===== src/rtl/seg_scan_if.sv =====
// Display-side bundle for seg_scan_driver: digit data and controls in, multiplexed segment/anode drive out.
interface seg_scan_if #(
    parameter int NUM_DIGITS = 6
);
    logic [4*NUM_DIGITS-1:0] digits_in;
    logic [NUM_DIGITS-1:0]   dp_in;
    logic [NUM_DIGITS-1:0]   blink_mask;
    logic                    lz_blank;
    logic [6:0]              seg;
    logic                    dp;
    logic [NUM_DIGITS-1:0]   an;
    logic                    frame_done;

    modport master (
        output digits_in, dp_in, blink_mask, lz_blank,
        input  seg, dp, an, frame_done
    );

    modport slave (
        input  digits_in, dp_in, blink_mask, lz_blank,
        output seg, dp, an, frame_done
    );
endinterface


===== src/rtl/seg_scan_driver.sv =====
// Multiplexed 7-segment scan driver: per-slot dead cycle, frame-wrap input shadowing,
// leading-zero blanking, optional hex glyphs and per-digit blinking.
module seg_scan_driver #(
    parameter int NUM_DIGITS    = 6,
    parameter int SCAN_DIV      = 50000,
    parameter int BLINK_FRAMES  = 100,
    parameter int HEX_EN        = 0,
    parameter int AN_ACTIVE_LOW = 1
) (
    input  logic       clk,
    input  logic       rst_n,
    seg_scan_if.slave  bus
);
    localparam int IW = (NUM_DIGITS > 1) ? $clog2(NUM_DIGITS) : 1;
    localparam int CW = $clog2(SCAN_DIV);
    localparam int BW = (BLINK_FRAMES > 1) ? $clog2(BLINK_FRAMES) : 1;
    localparam logic [NUM_DIGITS-1:0] AN_OFF = {NUM_DIGITS{AN_ACTIVE_LOW != 0}};
    localparam logic [6:0] SEG_OFF = 7'b1111111;

    logic [CW-1:0]                cnt_q;
    logic [IW-1:0]                idx_q;
    logic                         dead_q;
    logic                         blink_q;
    logic [BW-1:0]                frm_q;
    logic [NUM_DIGITS-1:0][3:0]   dig_sh_q;
    logic [NUM_DIGITS-1:0]        dp_sh_q;
    logic [NUM_DIGITS-1:0]        mask_sh_q;
    logic                         lz_sh_q;
    logic [6:0]                   seg_q;
    logic                         dp_q;
    logic [NUM_DIGITS-1:0]        an_q;
    logic                         fd_q;

    logic                         tick;
    logic                         wrap;
    logic [NUM_DIGITS-1:0]        zero_above;
    logic [NUM_DIGITS-1:0]        sel;
    logic [3:0]                   code;
    logic [6:0]                   seg_d;
    logic                         dp_d;
    logic [NUM_DIGITS-1:0]        an_d;

    function automatic logic [6:0] seg_map(input logic [3:0] c);
        logic [6:0] s;
        s = SEG_OFF;
        case (c)
            4'd0:  s = 7'b0000001;
            4'd1:  s = 7'b1001111;
            4'd2:  s = 7'b0010010;
            4'd3:  s = 7'b0000110;
            4'd4:  s = 7'b1001100;
            4'd5:  s = 7'b0100100;
            4'd6:  s = 7'b0100000;
            4'd7:  s = 7'b0001111;
            4'd8:  s = 7'b0000000;
            4'd9:  s = 7'b0000100;
            4'd10: s = (HEX_EN != 0) ? 7'b0001000 : SEG_OFF;
            4'd11: s = (HEX_EN != 0) ? 7'b1100000 : SEG_OFF;
            4'd12: s = (HEX_EN != 0) ? 7'b0110001 : SEG_OFF;
            4'd13: s = (HEX_EN != 0) ? 7'b1000010 : SEG_OFF;
            4'd14: s = (HEX_EN != 0) ? 7'b0110000 : SEG_OFF;
            default: s = (HEX_EN != 0) ? 7'b0111000 : SEG_OFF;
        endcase
        return s;
    endfunction

    assign tick = (cnt_q == CW'(SCAN_DIV - 1));
    assign wrap = tick && (idx_q == IW'(NUM_DIGITS - 1));
    assign sel  = NUM_DIGITS'(1) << idx_q;
    assign code = dig_sh_q[idx_q];

    // zero_above[k]: shadow digits k..top are all zero
    always_comb begin
        zero_above = '0;
        zero_above[NUM_DIGITS-1] = (dig_sh_q[NUM_DIGITS-1] == 4'd0);
        for (int k = NUM_DIGITS - 2; k >= 0; k--)
            zero_above[k] = zero_above[k+1] && (dig_sh_q[k] == 4'd0);
    end

    // Blink overrides everything, including the anode; LZ blanking keeps dp and anode.
    always_comb begin
        seg_d = seg_map(code);
        dp_d  = ~dp_sh_q[idx_q];
        an_d  = sel ^ AN_OFF;
        if (lz_sh_q && (idx_q != '0) && zero_above[idx_q])
            seg_d = SEG_OFF;
        if (blink_q && mask_sh_q[idx_q]) begin
            seg_d = SEG_OFF;
            dp_d  = 1'b1;
            an_d  = AN_OFF;
        end
    end

    // dead_q resets high so the first post-reset cycle acts as digit 0's dead cycle
    always_ff @(posedge clk) begin
        if (!rst_n) begin
            cnt_q     <= '0;
            idx_q     <= '0;
            dead_q    <= 1'b1;
            blink_q   <= 1'b0;
            frm_q     <= '0;
            dig_sh_q  <= '0;
            dp_sh_q   <= '0;
            mask_sh_q <= '0;
            lz_sh_q   <= 1'b0;
            seg_q     <= SEG_OFF;
            dp_q      <= 1'b1;
            an_q      <= AN_OFF;
            fd_q      <= 1'b0;
        end else begin
            cnt_q  <= tick ? '0 : cnt_q + CW'(1);
            dead_q <= tick;
            fd_q   <= wrap;
            if (tick) begin
                idx_q <= wrap ? '0 : idx_q + IW'(1);
                an_q  <= AN_OFF;
            end else if (dead_q) begin
                seg_q <= seg_d;
                dp_q  <= dp_d;
                an_q  <= an_d;
            end
            if (wrap) begin
                dig_sh_q  <= bus.digits_in;
                dp_sh_q   <= bus.dp_in;
                mask_sh_q <= bus.blink_mask;
                lz_sh_q   <= bus.lz_blank;
                if (frm_q == BW'(BLINK_FRAMES - 1)) begin
                    frm_q   <= '0;
                    blink_q <= ~blink_q;
                end else begin
                    frm_q <= frm_q + BW'(1);
                end
            end
        end
    end

    assign bus.seg        = seg_q;
    assign bus.dp         = dp_q;
    assign bus.an         = an_q;
    assign bus.frame_done = fd_q;
endmodule


===== src/flat_wrapper.sv =====
// flat-port wrapper written by rule: the top's interface ports become plain ports
module seg_scan_driver_flat 
#(
    parameter int NUM_DIGITS    = 6,
    parameter int SCAN_DIV      = 50000,
    parameter int BLINK_FRAMES  = 100,
    parameter int HEX_EN        = 0,
    parameter int AN_ACTIVE_LOW = 1
)
  (clk, rst_n, bus_digits_in, bus_dp_in, bus_blink_mask, bus_lz_blank, bus_seg, bus_dp, bus_an, bus_frame_done);
  seg_scan_if #(.NUM_DIGITS(NUM_DIGITS)) bus_i ();
  input  logic clk;
  input  logic rst_n;
  input wire logic [$bits(bus_i.digits_in)-1:0] bus_digits_in;
  input wire logic [$bits(bus_i.dp_in)-1:0] bus_dp_in;
  input wire logic [$bits(bus_i.blink_mask)-1:0] bus_blink_mask;
  input wire logic [$bits(bus_i.lz_blank)-1:0] bus_lz_blank;
  output wire logic [$bits(bus_i.seg)-1:0] bus_seg;
  output wire logic [$bits(bus_i.dp)-1:0] bus_dp;
  output wire logic [$bits(bus_i.an)-1:0] bus_an;
  output wire logic [$bits(bus_i.frame_done)-1:0] bus_frame_done;
  assign bus_i.digits_in = bus_digits_in;
  assign bus_i.dp_in = bus_dp_in;
  assign bus_i.blink_mask = bus_blink_mask;
  assign bus_i.lz_blank = bus_lz_blank;
  assign bus_seg = bus_i.seg;
  assign bus_dp = bus_i.dp;
  assign bus_an = bus_i.an;
  assign bus_frame_done = bus_i.frame_done;
  seg_scan_driver #(.NUM_DIGITS(NUM_DIGITS), .SCAN_DIV(SCAN_DIV), .BLINK_FRAMES(BLINK_FRAMES), .HEX_EN(HEX_EN), .AN_ACTIVE_LOW(AN_ACTIVE_LOW)) u_core (.clk(clk), .rst_n(rst_n), .bus(bus_i));
endmodule

===== config.mk =====
export PLATFORM = sky130hd
export DESIGN_NAME = seg_scan_driver_flat
export DESIGN_NICKNAME = d
export VERILOG_FILES = /design/src/rtl/seg_scan_if.sv /design/src/rtl/seg_scan_driver.sv /design/src/flat_wrapper.sv
export SDC_FILE = /design/constraint.sdc
export NUM_CORES = 1
export LEC_CHECK = 0
export BUFFER_PORTS_ARGS = -buffer_cell sky130_fd_sc_hd__buf_2
export CORE_ASPECT_RATIO = 0.6
export CORE_UTILIZATION = 24
export DETAILED_ROUTE_END_ITERATION = 10
export PLACE_DENSITY_LB_ADDON = 0.2
export SLEW_MARGIN = 20
export SYNTH_ARGS = -nofsm -noshare
export SYNTH_HDL_FRONTEND = slang
export SYNTH_SLANG_ARGS = --single-unit

===== constraint.sdc =====
create_clock -name clk -period 2.8 [get_ports clk]
set_input_delay 0.28 -clock clk [delete_from_list [all_inputs] [get_ports clk]]
set_output_delay 0.28 -clock clk [all_outputs]
set_load 0.05 [all_outputs]

Yosys cells after proc, flatten, opt, wreduce, memory -nomap -nowiden
Memory sizes are Yosys's and may differ from the RTL's.
Cells that the tools add are included.
{"block": "totals", "ff_bits": 80, "latch_bits": 0, "ramBits": 0, "romBits": 112, "in_bits": 39, "output_inout_bits": 15, "elab_cells": 65, "memories": 1}
{"name": "(name not given)", "depth": 16, "width": 7, "rd": 1, "rd_ports_with_merged_regs": 0, "write_ports": 0, "line_no": "seg_scan_driver.sv:46", "text": "case (c)"}
{"block": "op_classes", "add_sub_neg": 3, "mul": 0, "div": 0, "n_lt_le_gt_ge": 1, "n_eq_ne": 3, "shifts": 1, "mux": 14, "n_bitwise": 5, "reduce_logical": 19}
{"op": "$logic_not A4 Y1", "n": 6}
{"op": "$mux W7", "n": 3}
{"op": "$add A16 B1 Y16 const B", "n": 1}
{"op": "$eq A16 B16 Y1 const B", "n": 1}
{"op": "$bmux W4 S3", "n": 1}
{"op": "$bmux W1 S3", "n": 3}
{"op": "$logic_and A1 B1 Y1", "n": 9}
{"op": "$add A7 B1 Y7 const B", "n": 1}
{"op": "$eq A7 B7 Y1 const B", "n": 1}
{"op": "$mux W6", "n": 1}
{"op": "$not A6 Y6", "n": 1}
{"op": "$shl A1 B3 Y6 const A", "n": 1}
{"op": "$lt A3 B4 Y1 const B", "n": 1}
{"op": "$mux W1", "n": 4}
{"op": "$mux W4", "n": 1}
{"op": "$not A1 Y1", "n": 4}
{"op": "$reduce_and A2 Y1", "n": 2}
{"op": "$add A3 B1 Y3 const B", "n": 1}
{"op": "$eq A3 B3 Y1 const B", "n": 1}
{"op": "$mux W3", "n": 1}
{"op": "$reduce_bool A3 Y1", "n": 1}
{"op": "$reduce_or A2 Y1", "n": 1}

Logic depth before layout (Yosys ltp)
Gate-level depths: netlist of the first run.
{"block": "depth", "word_depth": 11, "depth_mapped": 10, "ltp_nobuf": 8}

Worst setup path before layout of the first run
Ideal clock, no wire load.
{"block": "synth_path", "path_kind": "reg2reg", "startpoint": "reg u_core.idx_q[1]", "endpoint": "reg u_core.dig_sh_q[18] (netlist name)", "setup_time_ns": 0.076, "arrival_ns": 2.027, "t_required_ns": 2.724, "slack_ns": 0.697, "path_stages_with_launch": 11, "path_buffers": 4, "period_less_slack_ns": 2.103, "path_cell_list": "dfxtp_1 -> buf_2 -> buf_2 -> inv_1 -> ha_1 -> nand2_1 -> or2_1 -> clkbuf_1 -> clkbuf_1 -> nand2_1 -> a21boi_0"}
{"block": "synth_via", "elab_chain_len": 2}
{"element": "start, declared", "line_no": "seg_scan_driver.sv:21", "text": "logic [IW-1:0] idx_q;"}
{"element": "start signal, assigned", "line_no": "seg_scan_driver.sv:115", "text": "idx_q <= wrap ? '0 : idx_q + IW'(1);"}
{"element": "$eq A3 B3 Y1", "line_no": "seg_scan_driver.sv:68", "text": "assign wrap = tick && (idx_q == IW'(NUM_DIGITS - 1));"}
{"element": "$logic_and A1 B1 Y1", "line_no": "seg_scan_driver.sv:68"}
{"element": "end signal, assigned", "line_no": "seg_scan_driver.sv:123", "text": "dig_sh_q <= bus.digits_in;"}
{"element": "end, declared", "line_no": "seg_scan_driver.sv:25", "text": "logic [NUM_DIGITS-1:0][3:0] dig_sh_q;"}
Every way passes these cells.
A chain may end at the register's enable or synchronous reset.

Worst setup path after layout of the first run
{"block": "layout_path", "startpoint": "reg u_core.idx_q[0]", "endpoint": "reg u_core.seg_q[1] (netlist: u_core.bus.seg[1])"}
{"block": "layout_via", "elab_chain_len": 5, "elab_cells_between_ends": 13, "classes_between": "8 x mux; 4 x reduce/logical; 1 x memory"}
{"element": "$bmux W4 S3 (tied with other cells)", "line_no": "seg_scan_driver.sv:70", "text": "assign code = dig_sh_q[idx_q];"}
{"element": "$mux W4 (not written as such) (tied with other cells)", "line_no": "seg_scan_driver.sv:70"}
{"element": "$mem_v2 Z16 W7 / $logic_and A1 B1 Y1 (equally long branches)"}
{"element": "$mux W7", "line_no": "seg_scan_driver.sv:85", "text": "if (lz_sh_q && (idx_q != '0) && zero_above[idx_q])"}
{"element": "$mux W7 *", "line_no": "seg_scan_driver.sv:87", "text": "if (blink_q && mask_sh_q[idx_q]) begin"}
{"element": "end signal, assigned", "line_no": "seg_scan_driver.sv:118", "text": "seg_q <= seg_d;"}
{"element": "end, declared", "line_no": "seg_scan_driver.sv:29", "text": "logic [6:0] seg_q;"}
Mark *: on every way between the ends. The rest lies on a longest branch, timed or not. The select of a mux whose other input is x is not followed.

==> results of run 1 <==
area by class of cell:
| cell class | count | area, sq um |
|---|---|---|
| tap | 198 | 247.7 |
| clock inverter | 3 | 65.06 |
| timing repair buffer | 63 | 340.3 |
| inverter | 9 | 33.78 |
| multi-input combinational | 326 | 1998 |
| sequential | 80 | 1602 |
| clock buffer | 12 | 256.5 |
| fill | 1604 | 10260 |
final timing paths:
| check | start | endpoint | slack, ns | cells after the start |
|---|---|---|---|---|
| min | bus_digits_in[22] | u_core.dig_sh_q[22] | 0.17 | 3 |
| max | u_core.idx_q[0] | u_core.bus.seg[1] | 0.46 | 8 |
| max reg2reg | u_core.idx_q[0] | u_core.bus.seg[1] | 0.46 | 8 |
| min reg2reg | u_core.dp_sh_q[2] | u_core.dp_sh_q[2] | 0.45 | 2 |
Yosys cell counts (all sizes together):
library cell and count:
a2111oi 1, a21boi 42, a21o 1, a21oi 7
a22oi 1, a31oi 1, and2 5, and3 6
buf 9, clkbuf 13, dfxtp 80, ha 13
inv 9, mux2 1, mux2i 15, mux4 2
nand2 98, nand2b 1, nand3 13, nand3b 1
nand4 9, nor2 44, nor2b 2, nor3 5
nor3b 1, nor4 6, nor4b 2, nor4bb 2
o2111ai 1, o21ai 8, o22a 4, o22ai 7
or2 2, or2b 1, or3 2, or3b 1
xnor2 9, xor2 12
per-stage QoR:
stage / instance area [sq um] / hold slack, ns
after floorplan: 3729 / 0.4148
after global placement: 4222 / 0.4373
after detailed placement: 4222 / 0.4463
after CTS: 4543 / 0.1651
after global routing: 4543 / 0.1774
final: 4543 / 0.1745
power groups by stage:
stage	Combinational (uW)	Clock (uW)	Sequential, uW
after floorplan	36.5	0	1210
after detailed placement	112	0	1180
after global placement	111	0	1180
final	110	1260	1160
after global routing	121	1360	1160
after CTS	112	1310	1160
critical path: stages, from the launching register on:
cell and delay (ns):
sky130_fd_sc_hd__dfxtp_1 0.67, sky130_fd_sc_hd__mux2i_1 0.30, sky130_fd_sc_hd__o22ai_1 0.12, sky130_fd_sc_hd__nor2_1 0.37, sky130_fd_sc_hd__inv_1 0.16, sky130_fd_sc_hd__ha_1 0.23
sky130_fd_sc_hd__mux2i_1 0.14, sky130_fd_sc_hd__nor3_1 0.09, sky130_fd_sc_hd__o22a_1 0.16
routing by layer:
layer	wire, um	track usage (%)	part of all wire [%]	vias to the layer above
met4	108	3.738	1.2	0
met2	3154	15.65	34	61
met3	466	3.998	5.1	8
met1	5419	19.09	59	1381
met5	0	0	0	-
li1	-	-	-	1586
cell families (layout without fill, tap and decap cells):
| family | count (synthesis) | in the layout |
|---|---|---|
| buffers and inverters | 31 | 87 |
| adder cells (fa/ha/maj) | 13 | 13 |
| XOR/XNOR | 21 | 21 |
| AND/OR/NAND/NOR | 201 | 201 |
| flip-flops | 80 | 80 |
| multiplexers | 18 | 18 |
| AO/OA/AOI/OAI | 73 | 73 |
state kept, by name (all words and copies together) (netlist names):
signal                 flops
u_core.blink_q             1
u_core.bus.an              6
u_core.bus.dp              1
u_core.bus.frame_done      1
u_core.bus.seg             7
u_core.cnt_q              16
u_core.dead_q              1
u_core.dig_sh_q           24
u_core.dp_sh_q             6
u_core.frm_q               7
u_core.idx_q               3
u_core.lz_sh_q             1
u_core.mask_sh_q           6
==> results.toml, run 1 <==
[timing]
timing.final.max_slew_violations = 0
worst_slack_ns = 0.4608
clock_skew_ns = 0.006908
rsz_0062_raised_after_global_routing = "false"
timing.setup.tns_ns = 0
fin_crit_sh_pct = 83.54
time_the_worst_path_needs_with_i_o_delays_and_setup_ns = 2.339
headroom_to_the_max_slew_limit_pct = 62.38
timing.final.hold_violations = 0
worst-slew-pin-transition_ns = 0.5635
maxClockFrequency_mhz = 427.5
finalSetupViolCount = 0

[cells_and_area]
n_antenna_cell = 0
layout.nets = 541
fin_cells = 691
final_core_util_pct = 30.69
area.growth.synth_to_final_pct = 21.85
mostFrequentLayoutCell = "sky130_fd_sc_hd__nand2_1"
final_layout_size_suffix_gt1_share_pct = 17.65
final_cell_mix = "sky130_fd_sc_hd__nand2_1, sky130_fd_sc_hd__dfxtp_1, sky130_fd_sc_hd__buf_2"

[clock_tree]
clk-insertion-delay-late_ns = 0.34
sink_count_of_the_clock_tree = 80
cts_buffer_depth = 2
holdBufCountCts = 0
cts-buffers-inserted = 9
clk_transition_reported_paths_ns = 0.06
postCtsResizedCells = 0
clock-root-buffer = "sky130_fd_sc_hd__clkbuf_16"
tritoncts_clock_tree = "done"
cts-htree-levels = 3
cts_setup_buffers = 0

[setup_path]
startpoint_type = "flop"
cp-end-kind = "flop"
required_time_of_the_worst_setup_path_ns = 3.03
cp_data_arrival_time_ns = 2.57
timing_worst_setup_path_type = "flop to flop"
crit_fanout = 11

[global_route]
grt_overflow = 0
grt_antenna_before_repair = 0
grt_max_degree = 36
grt_pass1_vias = 2951
gr-usage-all-layers_pct = 12.37
grt_first_pass_wirelength_um = 15320

[run]
cap_viol_max_count = 0

[synth]
post_synth_and_or_nand_nor_area_fraction_pct = 24.60
synth.cell_area_sq_um = 3729
ys_types = 47
flip_flop_and_latch_count_after_synthesis = 80
yosysTopAreaCellShare_pct = 42.95
synthesis.instances = 437
xor_xnor_cell_area_share_of_the_yosys_netlist_pct = 4.933
yosys.area.top_type = "sky130_fd_sc_hd__dfxtp_1"
synth.yosys.warnings = 0
synth.avg_cell_area_sq_um = 8.532
synth_seq_area_share_pct = 42.95
yosys.area_share.adder_pct = 4.362
synth_top_family_by_area = "simple AND/OR/NAND/NOR gates"
synth-compound-area-share_pct = 13.93
synth_area_leaders = "sky130_fd_sc_hd__dfxtp_1, sky130_fd_sc_hd__nand2_1, sky130_fd_sc_hd__a21boi_1, sky130_fd_sc_hd__ha_1, sky130_fd_sc_hd__nor2_1"
synth.mux.area_fraction_pct = 5.638
synth_fp_nets = 489

[floorplanning]
floorplan.initialDensity_pct = 25.19
design.die.area_sq_um = 16050
floorplan.core_area_sq_um = 14800
die_width_um = 162.9
std_cell_rows = 34
boundaryPins = 54
fp.dieH_um = 98.55

[routing]
routed_wire_length_per_instance_um = 13.24
ant_nets = 0
viasPerCell = 4.394
detailedRoute.firstPassIterationCount = 5
route.vias.total = 3036
first_iter_violations = 114
drt_wl_total_um = 9149
post-route-drc-count = 0

[pwr]
static_leakage_uw = 0.001636
p_sw_uw = 513.3
share_seq_of_total_power_pct = 45.8
power.share.switching_pct = 20.29
power_density_nw_per_um2 = 557.0
ir_worst_vdd_mv = 0.2889
overall_power_uw = 2531
p_int_uw = 2017
clock_network_fraction_of_total_power_pct = 49.9
power.combinational.fraction_pct = 4.4

[status]
result_of_the_run = "finished clean"

[place]
place.detailed.instances = 676
place.detailed.hpwl_um = 6901
post_placement_worst_setup_slack_ns = 0.4707
gpl.final_weighted_congestion = 0.7767
place.port_buffers = 53

[min_path]
min_path_type = "primary input to flop"
No activity file was read; power rests on OpenSTA's default activity.
==> run 2, diff against run 1 <==
Clock period 2.8 ns to 2.1 ns, I/O delays scaled along.
==> run 2 against run 1 <==
Fmax rose by 21%. Routed wire length rose by 3.6%. Flip-flop and latch count did not move. Non-clock buffer count rose by 21. Cell area rose by 3.3%. Register-to-register slack got worse by 0.29 ns. Global-route usage rose by 0.31 points.
==> results.toml, run 2 (same netlist as run 1, synthesis figures left out) <==
[status]
result_of_the_run = "finished clean"

[timing]
headroom_to_the_max_slew_limit_pct = 66.21
rsz_0062_raised_after_global_routing = "false"
finalSetupViolCount = 0
maxClockFrequency_mhz = 518.0
fin_crit_sh_pct = 91.92
worst-slew-pin-transition_ns = 0.5022
timing.final.hold_violations = 0
timing.setup.tns_ns = 0
time_the_worst_path_needs_with_i_o_delays_and_setup_ns = 1.930
clock_skew_ns = 0.008275
timing.final.max_slew_violations = 0

[routing]
viasPerCell = 4.389
ant_nets = 0
detailedRoute.firstPassIterationCount = 4
routed_wire_length_per_instance_um = 13.31
drt_wl_total_um = 9480
post-route-drc-count = 0
first_iter_violations = 179
route.vias.total = 3125

[min_path]
timing.hold.worst_path_depth = 3
min_path_type = "primary input to flop"

[floorplanning]
boundaryPins = 54
floorplan.core_area_sq_um = 14800
std_cell_rows = 34
design.die.area_sq_um = 16050
die_width_um = 162.9
floorplan.initialDensity_pct = 25.19
fp.dieH_um = 98.55

[pwr]
static_leakage_uw = 0.001729
ir_worst_vdd_mv = 0.2994
power_density_nw_per_um2 = 671.6

[clock_tree]
cts-htree-levels = 3
cts_setup_buffers = 0
clock-root-buffer = "sky130_fd_sc_hd__clkbuf_16"
cts-buffers-inserted = 9
clk_transition_reported_paths_ns = 0.06
sink_count_of_the_clock_tree = 80
clk-insertion-delay-late_ns = 0.34
tritoncts_clock_tree = "done"
holdBufCountCts = 0
cts_buffer_depth = 2

[cells_and_area]
fin_cells = 712
top_registers = "u_core.dig_sh_q x24, u_core.cnt_q x16"
layout.nets = 562
final_cell_mix = "sky130_fd_sc_hd__nand2_1, sky130_fd_sc_hd__dfxtp_1, sky130_fd_sc_hd__buf_2"
mostFrequentLayoutCell = "sky130_fd_sc_hd__nand2_1"
registers.top_by_ff_count = "u_core.dig_sh_q"
area.growth.synth_to_final_pct = 25.91
final_layout_size_suffix_gt1_share_pct = 21.40
largest_register_ffs = 24
n_antenna_cell = 0

[global_route]
use_met1_pct = 20.11
grt_max_degree = 36
grt_pass1_vias = 2928
grt_antenna_before_repair = 0
globalRouteMet2Util_pct = 15.84
use_met3_pct = 3.830
grt.busiest_layer = "met1"
grt_overflow = 0
grt_first_pass_wirelength_um = 15610
gr-usage-all-layers_pct = 12.68

[setup_path]
timing_worst_setup_path_type = "flop to flop"
required_time_of_the_worst_setup_path_ns = 2.31
crit_fanout = 9
startpoint_type = "flop"
worst_case_reg_to_reg_path_depth = 8
timing.reg2reg.setup_slack_ns = 0.17
cp-end-kind = "flop"
cp_data_arrival_time_ns = 2.14

[place]
place.detailed.hpwl_um = 7283
place.detailed.instances = 697
gpl.final_weighted_congestion = 0.8408
place.port_buffers = 53

[run]
cap_viol_max_count = 0
[run 2: cell types whose count changed in the layout (fill, tap and decap cells not counted), sizes merged]
cell,delta
buf,+21
bufinv,-2
clkinvlp,+1
clkinv,+1
[run 2: layer usage]
metal | wire length, um | vias up
met5 | 0 | -
met4 | 96 | 0
met3 | 475 | 8
met2 | 3396 | 62
met1 | 5511 | 1422
li1 | - | 1633
[run 2: final cells by class]
type | count | area [sq um]
Timing Repair Buffer | 84 | 523.0
Sequential cell | 80 | 1603
Tap cell | 198 | 247.7
Clock buffer | 12 | 256.5
Multi-Input combinational cell | 326 | 2013
Clock inverter | 3 | 17.52
Fill cell | 1602 | 10110
Inverter | 9 | 33.78
[run 2: path summary, 6_finish.rpt]
check	startpoint	end
min reg2reg	u_core.mask_sh_q[5]	u_core.mask_sh_q[5]
min	bus_digits_in[11]	u_core.dig_sh_q[11]
max reg2reg	u_core.idx_q[0]	u_core.bus.seg[2]
max	u_core.idx_q[0]	u_core.bus.seg[2]
[run 2: metrics by stage]
step           power (uW)  area [sq um]  hold slack, ns  utilization [%]  setup slack [ns]
5_1_grt              3283          4695          0.1027            31.71           0.01977
2_1_floorplan        1662          3730          0.3448                -           0.01281
4_1_cts              3201          4678          0.1010            31.60            0.1364
3_5_place_dp         1731          4404          0.4471            29.75            0.1564
6_report             3153          4695          0.1082            31.71            0.1697
3_3_place_gp         1728          4404          0.4429            29.75            0.1915
[run 2: what timing repair did]
action / in CTS / in global routing
hold endpoints to repair: 0 / 0
gates resized for setup: 0 / 3
setup endpoints to repair: 0 / 4
[run 2: critical path, cell delays in order, from the launching register on]
cell	delay, ns
sky130_fd_sc_hd__dfxtp_2	0.35
sky130_fd_sc_hd__buf_12	0.15
sky130_fd_sc_hd__or2_2	0.33
sky130_fd_sc_hd__o22ai_1	0.32
sky130_fd_sc_hd__nor2_1	0.07
sky130_fd_sc_hd__buf_4	0.17
sky130_fd_sc_hd__mux2i_1	0.11
sky130_fd_sc_hd__o21ai_0	0.19
sky130_fd_sc_hd__a21oi_1	0.10
[run 2: power breakdown]
| group | internal [uW] | switching (uW) | total (uW) |
|---|---|---|---|
| combinational | 60.5 | 89.2 | 150 |
| clock | 855 | 603 | 1460 |
| sequential | 1530 | 11.0 | 1550 |
